[src/rtl/mathb_tpram_seq.sv]
// mathb_tpram_seq: TPRAM read sequencer driving MATH_BLOCK MAC for dot-product/FIR passes
module mathb_tpram_seq #(
  parameter int ADDR_W = 10,
  parameter int CNT_W  = 10
) (
  input  logic              EFPGA2MATHB_CLK,
  input  logic              reset,
  input  logic              start,
  input  logic              abort,
  input  logic [ADDR_W-1:0] oper_base,
  input  logic [ADDR_W-1:0] coef_base,
  input  logic [CNT_W-1:0]  coef_len,
  input  logic [CNT_W-1:0]  length,
  output logic              MATHB_TPRAM_OPER_R_EN,
  output logic [ADDR_W-1:0] MATHB_TPRAM_OPER_R_ADDR,
  output logic              MATHB_TPRAM_COEF_R_EN,
  output logic [ADDR_W-1:0] MATHB_TPRAM_COEF_R_ADDR,
  output logic              EFPGA_MATHB_CLK_EN,
  output logic              EFPGA_MATHB_MAC_ACC_CLEAR,
  input  logic [31:0]       FMATHB_EFPGA_MAC_OUT,
  output logic [31:0]       result,
  output logic              done,
  output logic              busy
);
  localparam logic [1:0] IDLE = 2'd0, FETCH = 2'd1, DRAIN = 2'd2, DONE = 2'd3;
  logic [1:0]        state_q, state_d;
  logic [ADDR_W-1:0] oper_base_q, coef_base_q, oper_last_q, coef_last_q, oper_addr, coef_addr;
  logic [CNT_W-1:0]  len_q, clen_q, beat_q, cidx_q;
  logic [31:0]       result_q;
  logic              en_q, clr_q, accept, fetch, drain, last_beat, drain_end;
  assign accept    = state_q == IDLE && start && !abort;
  assign fetch     = state_q == FETCH && !abort;
  assign drain     = state_q == DRAIN && !abort;
  assign last_beat = beat_q == len_q - CNT_W'(1);
  assign drain_end = beat_q == CNT_W'(2);
  assign oper_addr = oper_base_q + ADDR_W'(beat_q);
  assign coef_addr = coef_base_q + ADDR_W'(cidx_q);
  // Addresses hold the last issued read once R_EN drops
  assign MATHB_TPRAM_OPER_R_EN     = fetch;
  assign MATHB_TPRAM_COEF_R_EN     = fetch;
  assign MATHB_TPRAM_OPER_R_ADDR   = fetch ? oper_addr : oper_last_q;
  assign MATHB_TPRAM_COEF_R_ADDR   = fetch ? coef_addr : coef_last_q;
  assign EFPGA_MATHB_CLK_EN        = en_q && !abort;
  assign EFPGA_MATHB_MAC_ACC_CLEAR = clr_q && !abort;
  assign done                      = state_q == DONE && !abort;
  assign busy                      = state_q != IDLE;
  assign result                    = result_q;
  always_comb
    state_d = abort            ? IDLE :
              state_q == IDLE  ? (start ? (length == '0 ? DONE : FETCH) : IDLE) :
              state_q == FETCH ? (last_beat ? DRAIN : FETCH) :
              state_q == DRAIN ? (drain_end ? DONE : DRAIN) : IDLE;
  always_ff @(posedge EFPGA2MATHB_CLK) begin
    if (reset) begin
      state_q     <= IDLE;
      oper_base_q <= '0;
      coef_base_q <= '0;
      oper_last_q <= '0;
      coef_last_q <= '0;
      len_q       <= '0;
      clen_q      <= '0;
      beat_q      <= '0;
      cidx_q      <= '0;
      result_q    <= '0;
      en_q        <= 1'b0;
      clr_q       <= 1'b0;
    end else begin
      state_q <= state_d;
      en_q    <= fetch;
      clr_q   <= fetch && beat_q == '0;
      if (accept) begin
        oper_base_q <= oper_base;
        coef_base_q <= coef_base;
        len_q       <= length;
        clen_q      <= coef_len;
        beat_q      <= '0;
        cidx_q      <= '0;
        if (length == '0) result_q <= '0;
      end
      if (fetch) begin
        oper_last_q <= oper_addr;
        coef_last_q <= coef_addr;
        beat_q      <= last_beat ? '0 : beat_q + CNT_W'(1);
        cidx_q      <= (clen_q != '0 && cidx_q + CNT_W'(1) == clen_q) ? '0 : cidx_q + CNT_W'(1);
      end
      // beat_q doubles as the drain cycle counter
      if (drain) begin
        beat_q <= beat_q + CNT_W'(1);
        if (drain_end) result_q <= FMATHB_EFPGA_MAC_OUT;
      end
    end
  end
endmodule

[config.mk]
export PLATFORM = sky130hd
export DESIGN_NAME = mathb_tpram_seq
export DESIGN_NICKNAME = d
export VERILOG_FILES = /design/src/rtl/mathb_tpram_seq.sv
export SDC_FILE = /design/constraint.sdc
export NUM_CORES = 1
export LEC_CHECK = 0
export CAP_MARGIN = 10
export CORE_AREA = 2 2 141 88
export DETAILED_ROUTE_END_ITERATION = 6
export DIE_AREA = 0 0 143 90
export PLACE_DENSITY = 0.89
export SLEW_MARGIN = 20
export SYNTH_ARGS = -nofsm -noshare
export SYNTH_HDL_FRONTEND = slang
export SYNTH_SLANG_ARGS = --single-unit
[constraint.sdc]
create_clock -name EFPGA2MATHB_CLK -period 5.6 [get_ports EFPGA2MATHB_CLK]
set_input_delay 1.12 -clock EFPGA2MATHB_CLK [delete_from_list [all_inputs] [get_ports EFPGA2MATHB_CLK]]
set_output_delay 1.12 -clock EFPGA2MATHB_CLK [all_outputs]
set_load 0.03 [all_outputs]
==> metrics <==
antenna diode count 0; multiplexer area fraction after synthesis roughly 1.4%; Max IR drop VDD around 0.00019 V; Crit Path Class input port to primary output; largest net degree at the start of global routing a little over 100; Die ar. about 13000 µm²; Crit. End Element primary output; Seq/Total Area, Yosys 39.5%; Reg clk slew, reported paths 0.05 ns; DR vias/cell 5.48; final hold vios 0; Final Wtd Congestion a little under 0.9; max-cap violations 0; All-Layer GR Usage roughly a quarter; instance area at placement around 7200 µm²; Core Rows 31; Max Fclk ~210 MHz; synthesized instance count roughly 720; Final #Nets between 900 and 1000; Relative slew margins 27.9%; status complete, no violations; CTS buffer count 17; synthesis-stage register bit count 116; Synth Area in Compound Gates around a fifth; # setup viols final 0; fin. max-slew vios 0; syn_nets a little over 800; Initial DRC Count 480; first drt pass iteration count 5; RSZ-0062 raised after global routing false; dominant cells by area after synthesis dfxtp_1 (39%), nand2_1 (8.0%), a21oi_1 (5.4%); Leak just over 0.003 µW; Pwr Density between 200 and 300 nW/µm²; Max Root-Sink Buffers 2; most frequent cells in the layout clkdlybuf4s50_1 (132), nand2_1 (125), dfxtp_1 (116); adder and majority gate portion of the synthesized area about 5.6%; Yosys top cell by area dfxtp_1; synthesized area approximately 5900 µm²; chip height around 90 µm; Post-route DRC 0; initial antenna violation count 0; XOR/XNOR Fraction of Synth Area 6.11%; wire length per cell approximately 15 µm; Yosys top cell area share approximately 40%; Worst Skew approximately 0.0065 ns; Starting Density roughly half; buffers added on ports 133; hold_buf cts 0; WP data required approximately 4.5 ns; CTS tree built; core area approximately 12000 µm²; Die Width between 100 and 150 µm; DR vias about 5500; final instance area approximately 8000 µm²; Tcrit/Tclk final between 80% and 90%; remaining global-route overflow 0; first-pass GRT wire length ~26 mm; crit start category input port; main combinational cell family by area after synthesis simple AND/OR/NAND/NOR gates; clk_lat worst skew 0.41 ns; critical path arrival between 3 and 4 ns; share of flip-flops with an asynchronous set or reset 0%; IO Pins around 130; Synth cell types 62; setup TNS 0 ns; leading cell type in the layout, fill and taps excluded clkdlybuf4s50_1; postcts setup bufs 0; synthesis-to-layout area growth 34.3%; Worst-Margin Slew about 1.1 ns; Post-synth EDFFs 0; share of layout cells above drive strength 1 6.17%; Synth Flop Type dfxtp_1; Hold Path Class register to register; Routed WL ~16 mm; PostCTS Resize Cnt 0; post-synthesis simple-gate area fraction a little under a quarter; number of global-route vias before repair 5050; CTS Sinks between 100 and 150; post-route ant nets 0; syn_area_per_cell a little over 8 µm²; fin crit period roughly 4.8 ns; H-Tree Depth 4; Final HPWL DP ~11 mm; CTS root buf clkbuf_16; synth warn 0; crit-path max FO 22
-- cells by family (layout without fill, tap and decap cells) --
kind of cell / count (synthesis) / after routing
simple gates: 298 / 298
compound gates: 168 / 168
flops: 116 / 116
buf+inv: 66 / 187
xor+xnor: 41 / 41
fa+ha+maj: 25 / 25
mux: 8 / 8
-- Yosys cell counts (5+ instances only) --
cell and count:
o21ai_0 15, buf_2 7, nand4_1 10, nor2b_1 15
mux2i_1 5, nand3_1 21, nand2_1 125, ha_1 23
a21o_1 12, or3_1 8, buf_4 5, dfxtp_1 116
inv_1 17, xnor2_1 23, and3_1 7, a22oi_1 33
a21oi_1 63, nor2_1 67, xor2_1 18, or4_1 5
clkbuf_1 30, a211oi_1 5, nor3_1 11, a31oi_1 11
-- report_power, final --
part	total [µW]	leakage, µW	internal (µW)	switching, µW
clock network	1210	0.000329	841	370
logic	191	0.00177	94.3	97.0
registers	858	0.000939	842	16.1
-- metrics by stage --
stage / instances / total power, µW / worst slack (ns) / hold slack [ns] / utilization, %
finish: 1008 / 2260 / 0.807 / 0.460 / 67.7
floorplan: 722 / 978 / 1.62 / 0.440 / -
global placement: 976 / 1060 / 0.948 / 0.449 / 61.9
global route: 1008 / 2330 / 0.636 / 0.483 / 67.7
CTS: 1008 / 2270 / 0.854 / 0.461 / 67.7
detailed placement: 976 / 1060 / 0.874 / 0.454 / 61.9
-- worst max-delay path, stage by stage --
cell	delay (ns)
clkdlybuf4s50_1	0.57
nor2_1	0.26
nand2_1	0.10
inv_1	0.56
nand3_1	0.21
nand3_1	0.16
clkdlybuf4s50_1	0.68
-- registers in the layout, indices dropped and copies added, names as in the netlist --
name / flops
result: 32
cidx_q: 10
coef_last_q: 10
oper_last_q: 10
len_q: 10
clr_q: 1
beat_q: 10
state_q: 2
oper_base_q: 10
coef_base_q: 10
clen_q: 10
en_q: 1
-- area by class of cell --
class | count | area [µm²]
Clock buffer | 26 | 539
Fill cell | 947 | 3770
Inverter | 17 | 63.8
Sequential cell | 116 | 2320
Multi-Input combinational cell | 540 | 3270
Clock inverter | 6 | 136
Timing Repair Buffer | 138 | 1370
Tap cell | 165 | 206
-- path summary, 6_finish.rpt --
kind	cells after the start	from	to	slack (ns)
hold / removal	2	coef_base_q[5]	coef_base_q[5]	0.46
hold reg to reg	2	coef_base_q[5]	coef_base_q[5]	0.46
setup / recovery	7	abort	MATHB_TPRAM_OPER_R_ADDR[8]	0.81
setup reg to reg	8	cidx_q[0]	cidx_q[3]	2.83
-- layer usage --
metal | track usage (%) | up-vias | part of all wire [%]
met5 | 0 | - | 0
met4 | 4.79 | 0 | 0.66
met3 | 6.45 | 11 | 8.4
met2 | 34.3 | 211 | 41
met1 | 38.0 | 2563 | 50
li1 | - | 2742 | -
No activity file was read; power rests on OpenSTA's default activity.
